## config.mk

```make
export PLATFORM = sky130hd
export DESIGN_NAME = pipelined_controller
export DESIGN_NICKNAME = d
export VERILOG_FILES = /design/src/rtl/controller_pkg.sv /design/src/rtl/pipelined_controller_fwd_scoreboard.sv /design/src/rtl/pipelined_controller.sv
export SDC_FILE = /design/constraint.sdc
export NUM_CORES = 1
export LEC_CHECK = 0
export CELL_PAD_IN_SITES_DETAIL_PLACEMENT = 0
export CELL_PAD_IN_SITES_GLOBAL_PLACEMENT = 2
export CORE_MARGIN = 3
export CORE_UTILIZATION = 24
export CTS_CLUSTER_SIZE = 14
export DETAILED_ROUTE_END_ITERATION = 8
export HOLD_SLACK_MARGIN = 0.1
export MAX_ROUTING_LAYER = met4
export PLACE_DENSITY_LB_ADDON = 0.1
export SLEW_MARGIN = 20
export SYNTH_ARGS = -nofsm -noshare
export SYNTH_HDL_FRONTEND = slang
export SYNTH_SLANG_ARGS = --single-unit
export TNS_END_PERCENT = 1
```

## constraint.sdc

```tcl
create_clock -name clk -period 1.85 [get_ports clk]
set_input_delay 0.37 -clock clk [delete_from_list [all_inputs] [get_ports clk]]
set_output_delay 0.37 -clock clk [all_outputs]
set_load 0.01 [all_outputs]
```

## src/rtl/controller_pkg.sv

```systemverilog
// controller_pkg: opcode/funct/ALU encodings and scoreboard/ID-EX record types
package controller_pkg;

    localparam logic [5:0] OP_RTYPE = 6'h00;
    localparam logic [5:0] OP_J     = 6'h02;
    localparam logic [5:0] OP_JAL   = 6'h03;
    localparam logic [5:0] OP_BEQ   = 6'h04;
    localparam logic [5:0] OP_BNE   = 6'h05;
    localparam logic [5:0] OP_ADDI  = 6'h08;
    localparam logic [5:0] OP_ADDIU = 6'h09;
    localparam logic [5:0] OP_SLTI  = 6'h0A;
    localparam logic [5:0] OP_SLTIU = 6'h0B;
    localparam logic [5:0] OP_ANDI  = 6'h0C;
    localparam logic [5:0] OP_ORI   = 6'h0D;
    localparam logic [5:0] OP_XORI  = 6'h0E;
    localparam logic [5:0] OP_LW    = 6'h23;
    localparam logic [5:0] OP_LBU   = 6'h24;
    localparam logic [5:0] OP_SW    = 6'h2B;

    localparam logic [5:0] F_SLL  = 6'h00;
    localparam logic [5:0] F_SRL  = 6'h02;
    localparam logic [5:0] F_SRA  = 6'h03;
    localparam logic [5:0] F_ADD  = 6'h20;
    localparam logic [5:0] F_ADDU = 6'h21;
    localparam logic [5:0] F_SUB  = 6'h22;
    localparam logic [5:0] F_SUBU = 6'h23;
    localparam logic [5:0] F_AND  = 6'h24;
    localparam logic [5:0] F_OR   = 6'h25;
    localparam logic [5:0] F_XOR  = 6'h26;
    localparam logic [5:0] F_NOR  = 6'h27;
    localparam logic [5:0] F_SLT  = 6'h2A;
    localparam logic [5:0] F_SLTU = 6'h2B;

    localparam logic [3:0] ALU_SLL  = 4'd0;
    localparam logic [3:0] ALU_SRA  = 4'd1;
    localparam logic [3:0] ALU_SRL  = 4'd2;
    localparam logic [3:0] ALU_ADD  = 4'd5;
    localparam logic [3:0] ALU_SUB  = 4'd6;
    localparam logic [3:0] ALU_AND  = 4'd7;
    localparam logic [3:0] ALU_OR   = 4'd8;
    localparam logic [3:0] ALU_XOR  = 4'd9;
    localparam logic [3:0] ALU_NOR  = 4'd10;
    localparam logic [3:0] ALU_SLT  = 4'd11;
    localparam logic [3:0] ALU_SLTU = 4'd12;

    typedef struct packed {
        logic       wr_en;
        logic [4:0] wr_addr;
        logic       is_load;
    } sb_entry_t;

    localparam int SB_W = $bits(sb_entry_t);

    typedef struct packed {
        logic       valid;
        logic       illegal;
        logic [3:0] aluop;
        logic       dmload;
        logic       dmstr;
        logic       dmsel;
        logic       regwrite;
        logic [4:0] ra;
        logic [4:0] rb;
        logic [4:0] rw;
    } ex_ctrl_t;

endpackage

```

## src/rtl/pipelined_controller_fwd_scoreboard.sv

```systemverilog
// fwd_scoreboard: shifting history of in-flight destinations with youngest-first operand match
module fwd_scoreboard
    import controller_pkg::*;
#(
    parameter int FWD_DEPTH = 3,
    localparam int FSW = $clog2(FWD_DEPTH + 1)
) (
    input  logic           clk,
    input  logic           rst,
    input  logic           push_wr_en,
    input  logic [4:0]     push_wr_addr,
    input  logic           push_is_load,
    input  logic           valid,
    input  logic [4:0]     ra,
    input  logic [4:0]     rb,
    input  logic           uses_a,
    input  logic           uses_b,
    output logic [FSW-1:0] fwd_a,
    output logic [FSW-1:0] fwd_b,
    output logic           load_hazard
);

    sb_entry_t [FWD_DEPTH-1:0] ent_q, ent_d;
    logic unused_sb;

    assign unused_sb = ^ent_q;

    always_comb begin
        ent_d[0] = {push_wr_en, push_wr_addr, push_is_load};
        for (int i = 1; i < FWD_DEPTH; i++) ent_d[i] = ent_q[i-1];
    end

    // Walk oldest to youngest so the youngest match overwrites.
    always_comb begin
        fwd_a = '0;
        fwd_b = '0;
        for (int k = FWD_DEPTH - 1; k >= 0; k--) begin
            if (uses_a && ra != 5'd0 && ent_q[k].wr_en && ent_q[k].wr_addr == ra) fwd_a = FSW'(k + 1);
            if (uses_b && rb != 5'd0 && ent_q[k].wr_en && ent_q[k].wr_addr == rb) fwd_b = FSW'(k + 1);
        end
    end

    assign load_hazard = valid && ent_q[0].is_load && ent_q[0].wr_addr != 5'd0 &&
                         ((uses_a && ra == ent_q[0].wr_addr) || (uses_b && rb == ent_q[0].wr_addr));

    always_ff @(posedge clk) begin
        if (rst) ent_q <= '0;
        else     ent_q <= ent_d;
    end

endmodule

```

## src/rtl/pipelined_controller.sv

```systemverilog
// pipelined_controller: registered MIPS decode stage with forwarding selects and load-use stall
module pipelined_controller
    import controller_pkg::*;
#(
    parameter int FWD_DEPTH = 3,
    parameter int DATA_W = 32,
    localparam int FSW = $clog2(FWD_DEPTH + 1)
) (
    input  logic              clk,
    input  logic              rst,
    input  logic [DATA_W-1:0] IR,
    input  logic              in_valid,
    output logic              in_ready,
    input  logic              flush,
    output logic              ex_valid,
    output logic [3:0]        ex_aluop,
    output logic              ex_dmload,
    output logic              ex_dmstr,
    output logic              ex_dmsel,
    output logic              ex_regwrite,
    output logic [4:0]        ex_ra,
    output logic [4:0]        ex_rb,
    output logic [4:0]        ex_rw,
    output logic [DATA_W-1:0] ex_imm,
    output logic [FSW-1:0]    ex_fwd_a,
    output logic [FSW-1:0]    ex_fwd_b,
    output logic              ex_illegal
);

    logic [3:0]        aluop;
    logic              regwrite, dmload, dmstr, dmsel, zext, rtype, jal, uses_a, uses_b, illegal;
    logic              wr_en, load_hazard, issue, unused_bits;
    logic [4:0]        ra, rb, rw;
    logic [DATA_W-1:0] imm;
    logic [FSW-1:0]    fwd_a, fwd_b;
    ex_ctrl_t          ex_q, ex_d;
    logic [DATA_W-1:0] imm_q, imm_d;
    logic [FSW-1:0]    fwd_a_q, fwd_a_d, fwd_b_q, fwd_b_d;

    assign unused_bits = ^IR[10:6];

    always_comb begin
        aluop    = '0;
        regwrite = 1'b0;
        dmload   = 1'b0;
        dmstr    = 1'b0;
        dmsel    = 1'b0;
        zext     = 1'b0;
        rtype    = 1'b0;
        jal      = 1'b0;
        uses_a   = 1'b1;
        uses_b   = 1'b0;
        illegal  = 1'b0;
        case (IR[31:26])
            OP_RTYPE: begin
                rtype    = 1'b1;
                regwrite = 1'b1;
                uses_b   = 1'b1;
                case (IR[5:0])
                    F_SLL:          begin aluop = ALU_SLL; uses_a = 1'b0; end
                    F_SRL:          begin aluop = ALU_SRL; uses_a = 1'b0; end
                    F_SRA:          begin aluop = ALU_SRA; uses_a = 1'b0; end
                    F_ADD, F_ADDU:  aluop = ALU_ADD;
                    F_SUB, F_SUBU:  aluop = ALU_SUB;
                    F_AND:          aluop = ALU_AND;
                    F_OR:           aluop = ALU_OR;
                    F_XOR:          aluop = ALU_XOR;
                    F_NOR:          aluop = ALU_NOR;
                    F_SLT:          aluop = ALU_SLT;
                    F_SLTU:         aluop = ALU_SLTU;
                    default:        illegal = 1'b1;
                endcase
            end
            OP_J:              uses_a = 1'b0;
            OP_JAL:            begin uses_a = 1'b0; regwrite = 1'b1; jal = 1'b1; aluop = ALU_ADD; end
            OP_BEQ, OP_BNE:    begin aluop = ALU_SUB; uses_b = 1'b1; end
            OP_ADDI, OP_ADDIU: begin aluop = ALU_ADD; regwrite = 1'b1; end
            OP_SLTI:           begin aluop = ALU_SLT; regwrite = 1'b1; end
            OP_SLTIU:          begin aluop = ALU_SLTU; regwrite = 1'b1; end
            OP_ANDI:           begin aluop = ALU_AND; regwrite = 1'b1; zext = 1'b1; end
            OP_ORI:            begin aluop = ALU_OR; regwrite = 1'b1; zext = 1'b1; end
            OP_XORI:           begin aluop = ALU_XOR; regwrite = 1'b1; zext = 1'b1; end
            OP_LW:             begin aluop = ALU_ADD; regwrite = 1'b1; dmload = 1'b1; end
            OP_LBU:            begin aluop = ALU_ADD; regwrite = 1'b1; dmload = 1'b1; dmsel = 1'b1; end
            OP_SW:             begin aluop = ALU_ADD; dmstr = 1'b1; uses_b = 1'b1; end
            default:           illegal = 1'b1;
        endcase
    end

    assign ra     = IR[25:21];
    assign rb     = IR[20:16];
    assign rw     = rtype ? IR[15:11] : jal ? 5'd31 : IR[20:16];
    assign imm    = {{(DATA_W-16){IR[15] & ~zext}}, IR[15:0]};
    assign wr_en  = regwrite & ~illegal;

    // Flush outranks the stall, so a flushed hazard still accepts (and drops) IR.
    assign in_ready = ~(load_hazard & ~flush);
    assign issue    = in_valid & ~flush & ~load_hazard;

    fwd_scoreboard #(.FWD_DEPTH(FWD_DEPTH)) u_sb (
        .clk          (clk),
        .rst          (rst),
        .push_wr_en   (issue & wr_en),
        .push_wr_addr (issue ? rw : 5'd0),
        .push_is_load (issue & dmload & ~illegal),
        .valid        (in_valid),
        .ra           (ra),
        .rb           (rb),
        .uses_a       (uses_a),
        .uses_b       (uses_b),
        .fwd_a        (fwd_a),
        .fwd_b        (fwd_b),
        .load_hazard  (load_hazard)
    );

    always_comb begin
        ex_d    = '0;
        imm_d   = '0;
        fwd_a_d = '0;
        fwd_b_d = '0;
        if (issue) begin
            ex_d    = '{valid: 1'b1, illegal: illegal, aluop: aluop,
                        dmload: dmload & ~illegal, dmstr: dmstr & ~illegal, dmsel: dmsel,
                        regwrite: wr_en, ra: ra, rb: rb, rw: rw};
            imm_d   = imm;
            fwd_a_d = fwd_a;
            fwd_b_d = fwd_b;
        end
    end

    always_ff @(posedge clk) begin
        if (rst) begin
            ex_q    <= '0;
            imm_q   <= '0;
            fwd_a_q <= '0;
            fwd_b_q <= '0;
        end else begin
            ex_q    <= ex_d;
            imm_q   <= imm_d;
            fwd_a_q <= fwd_a_d;
            fwd_b_q <= fwd_b_d;
        end
    end

    assign ex_valid    = ex_q.valid;
    assign ex_illegal  = ex_q.illegal;
    assign ex_aluop    = ex_q.aluop;
    assign ex_dmload   = ex_q.dmload;
    assign ex_dmstr    = ex_q.dmstr;
    assign ex_dmsel    = ex_q.dmsel;
    assign ex_regwrite = ex_q.regwrite;
    assign ex_ra       = ex_q.ra;
    assign ex_rb       = ex_q.rb;
    assign ex_rw       = ex_q.rw;
    assign ex_imm      = imm_q;
    assign ex_fwd_a    = fwd_a_q;
    assign ex_fwd_b    = fwd_b_q;

endmodule

```

==> results.rst <==
.. list-table::
   :header-rows: 1

   * - Metric
     - Value
   * - Syn avg cell area
     - 8.89 um2
   * - Crit-path max cell delay
     - 0.45 ns
   * - # setup viols final
     - 33
   * - Final worst-path cycle share
     - 1.22
   * - PD cells
     - 770 nW/um2
   * - Diodes inserted
     - 0
   * - Worst r2r src
     - u_sb.ent_d[9]
   * - Critical Path, Cell by Cell
     - clkdlybuf4s50_1 -> xor2_1 -> nor2_2 -> nand3_1 -> a21o_1 -> or2_4 -> buf_6
   * - Net count after synthesis
     - 362
   * - Worst Hold End
     - u_sb.ent_q[20]
   * - Area of the mapped netlist
     - around 2900 um2
   * - Final hold vios
     - 0
   * - Startpoint types
     - primary input
   * - Final ANT Viol Nets
     - 0
   * - Clock buffer depth
     - 2
   * - Number of clock buffers inserted by TritonCTS
     - 9
   * - FF-to-FF path depth
     - 5
   * - HPWL after detailed placement
     - 7570 um
   * - Final design area excluding fillers
     - 4720 um2
   * - Die area
     - roughly 13000 um2
   * - Max-cap violation count
     - 0
   * - Count of TritonRoute iterations in the first routing pass
     - 4
   * - Min cycle time layout
     - 2.27 ns
   * - Drt via density
     - about 4.5
   * - Synthesized instance count
     - 326
   * - Cell types with the largest area share after synthesis
     - sky130_fd_sc_hd__dfxtp_1 (41%), sky130_fd_sc_hd__xor2_1 (8.2%), sky130_fd_sc_hd__and3_1 (6.3%)
   * - Yosys warnings
     - 0
   * - Worst path slowest cell
     - sky130_fd_sc_hd__clkdlybuf4s50_1
   * - Antenna violations before repair
     - 0
   * - Core area
     - roughly 12000 um2
   * - Sequential-to-total area share from yosys stat
     - 0.414
   * - Pin count of the biggest net entering global routing
     - 31
   * - Static leakage
     - 2.04 nW
   * - Final worst clock skew
     - 0.00601 ns
   * - CTS HTree Levels
     - 3
   * - Commonest cells in the synthesized netlist
     - sky130_fd_sc_hd__dfxtp_1 (60), sky130_fd_sc_hd__and3_1 (29), sky130_fd_sc_hd__xor2_1 (27)
   * - Result of the run
     - finished, violations left
   * - Power, Total
     - 3.63 mW
   * - Hold/Removal Path Class
     - register to register
   * - Skew-Pair Late Insertion Delay
     - 0.33 ns
   * - Cell area after placement
     - approximately 4300 um2
   * - Syn-to-layout area delta
     - 62.7%
   * - CTS tree
     - done
   * - IR Drop Worst-Case VDD
     - around 0.45 mV
   * - Iter 0 DRT Violations
     - 81
   * - Std cell rows
     - 39
   * - Headroom to the max-slew limit
     - 0.751
   * - Clk Tree Root Cell
     - sky130_fd_sc_hd__clkbuf_16
   * - Most instantiated library cell after synthesis
     - sky130_fd_sc_hd__dfxtp_1
   * - Remaining routing DRC violations
     - 0
   * - RePlAce Congestion
     - 0.881
   * - Critical register-to-register path endpoint
     - ex_fwd_a[1]
   * - Area share of the largest cell type after synthesis
     - 0.414
   * - Dominant cell type by area after synthesis
     - sky130_fd_sc_hd__dfxtp_1
   * - DR vias
     - about 2700
   * - Tot GR Track Use
     - 0.153
   * - Arrival time of the worst setup path
     - 1.90 ns
   * - IO buf count
     - 97
   * - Required time of the critical path
     - 1.48 ns
   * - Placed insts
     - 584
   * - Final net count
     - a little under 500
   * - Total wire length after detailed routing
     - 9760 um
   * - Setup slack of the worst register-to-register path
     - -0.15 ns
   * - Grt total ovfl
     - 0
   * - Number of global-route vias before repair
     - 2654
   * - Async set-or-reset flop fraction in the synthesized netlist
     - 0
   * - Die X-Extent
     - 116 um
   * - Crit-path max FO
     - 2
   * - Transition at the pin with the smallest max-transition slack
     - 0.371 ns
   * - Most used DFF post-synth
     - sky130_fd_sc_hd__dfxtp_1
   * - Synth unique cells
     - between 50 and 60
   * - Die span in y
     - 116 um
   * - Number of sinks handled by clock tree synthesis
     - 60
   * - IO Pins
     - 98
   * - Starting Density
     - 0.250
   * - Number of cells on the worst hold path
     - 1
   * - Worst setup timing slack at the placement stage
     - -1.00 ns
   * - Post-CTS clock slew at the launch and capture registers of the worst setup and hold paths
     - 0.05 ns
   * - Cell family contributing the most delay on the critical path
     - buffers and inverters
   * - Number of enable-type register cells in the synthesized netlist
     - 0
   * - Fraction of final layout cells sized beyond drive strength 1
     - 0.246
   * - Setup repair after global routing missed its margin
     - true
   * - Max frequency
     - between 0.4 and 0.5 GHz
   * - Violations in the final reports
     - negative setup slack
   * - Slew Viols, Final
     - 0
   * - Critical path class
     - primary input to primary output
   * - Number of synthesized register bits
     - 60
   * - WP buf/inv
     - 2
   * - Min-delay src
     - u_sb.ent_d[20]
   * - Post-route worst setup slack
     - -0.416 ns
   * - Wire length of the first global-routing pass
     - 14800 um
   * - Filler cells
     - 1202
   * - Number of hold buffers added after CTS
     - 0
   * - Number of cells in the finished layout apart from fillers
     - 602
   * - Detail-routed net length per standard cell
     - between 15 and 20 um
   * - Worst setup EP type
     - primary output
==> metrics by stage <==
step	util	setup TNS, ns	hold WS (ns)
floorplan	-	-0.0655	0.442
global placement	0.368	-24.28	0.495
detailed placement	0.368	-25.49	0.503
CTS	0.402	-3.02	0.510
global route	0.406	-4.68	0.537
finish	0.406	-1.59	0.507
==> worst register-to-register path, cell delays in order, from the launching register on <==
cell,delay (ns)
sky130_fd_sc_hd__dfxtp_2,0.35
sky130_fd_sc_hd__or4_4,0.55
sky130_fd_sc_hd__o211ai_1,0.25
sky130_fd_sc_hd__a21o_1,0.18
sky130_fd_sc_hd__buf_4,0.29
sky130_fd_sc_hd__nor4b_1,0.29
==> layer usage <==
metal / up-vias / global-route usage / wire length (um)
li1: 1371 / - / -
met1: 1252 / 0.218 / 4980
met2: 98 / 0.208 / 4080
met3: 9 / 0.0413 / 594
met4: 0 / 0.0464 / 107
met5: - / - / 0
==> cells in the final DEF (no fill, tap or decap), types with 7 or more instances in the layout <==
cell and count:
sky130_fd_sc_hd__a21oi_1 10, sky130_fd_sc_hd__and3_1 29, sky130_fd_sc_hd__buf_4 64, sky130_fd_sc_hd__clkbuf_16 9
sky130_fd_sc_hd__clkdlybuf4s50_1 83, sky130_fd_sc_hd__dfxtp_1 56, sky130_fd_sc_hd__dlygate4sd2_1 11, sky130_fd_sc_hd__nand2_1 9
sky130_fd_sc_hd__nor2_1 23, sky130_fd_sc_hd__nor2b_1 17, sky130_fd_sc_hd__o21ai_0 8, sky130_fd_sc_hd__o22ai_1 7
sky130_fd_sc_hd__xor2_1 27
==> area by class of cell <==
| cell class | count | area [um2] | area share |
|---|---|---|---|
| Clock inverter | 6 | 88.8 | 0.0188 |
| Sequential cell | 60 | 1210 | 0.256 |
| Timing Repair Buffer | 163 | 1470 | 0.311 |
| Multi-Input combinational cell | 213 | 1520 | 0.322 |
| Inverter | 7 | 26.3 | 0.00557 |
| Tap cell | 143 | 179 | 0.0379 |
| Clock buffer | 10 | 229 | 0.0486 |
==> state kept, by name, indices dropped and copies added, names as in the netlist <==
name         count
ex_fwd_b         2
ex_imm          17
ex_illegal       1
ex_dmsel         1
ex_rb            5
ex_regwrite      1
ex_dmload        1
ex_ra            5
ex_valid         1
u_sb.ent_d      13
ex_dmstr         1
ex_aluop         4
u_sb.ent_q       6
ex_fwd_a         2
==> report_power, final <==
group | internal (mW) | leakage, nW | switching [mW]
Clock | 1.18 | 0.149 | 0.609
Sequential | 1.32 | 0.488 | 0.0147
Combinational | 0.273 | 1.40 | 0.239
Total | 2.77 | 2.04 | 0.863
==> kinds of logic (layout without fill, tap and decap cells) <==
logic type	after synthesis	in the layout	share of synthesized area
fa+ha+maj	1	1	0.00345
xor+xnor	33	33	0.0997
compound gates	50	50	0.126
buf+inv	53	186	0.0993
simple gates	129	129	0.257
flops	60	60	0.414
==> worst max path at each step <==
stage / depth (start not counted) / end / startpoint
2_1_floorplan: 7 / in_ready / IR[28]
3_3_place_gp: 6 / in_ready / IR[30]
3_5_place_dp: 7 / in_ready / IR[26]
4_1_cts: 5 / in_ready / u_sb.ent_d[9]
5_1_grt: 7 / in_ready / u_sb.ent_d[9]
6_report: 7 / in_ready / IR[18]
==> repair_timing <==
action                     in CTS  in global routing
pin swaps                      10                  5
resized for setup              34                  8
setup endpoints to repair      67                 46
buffers inserted                1                  1
Note: power is estimated with default switching activity, not from simulation.
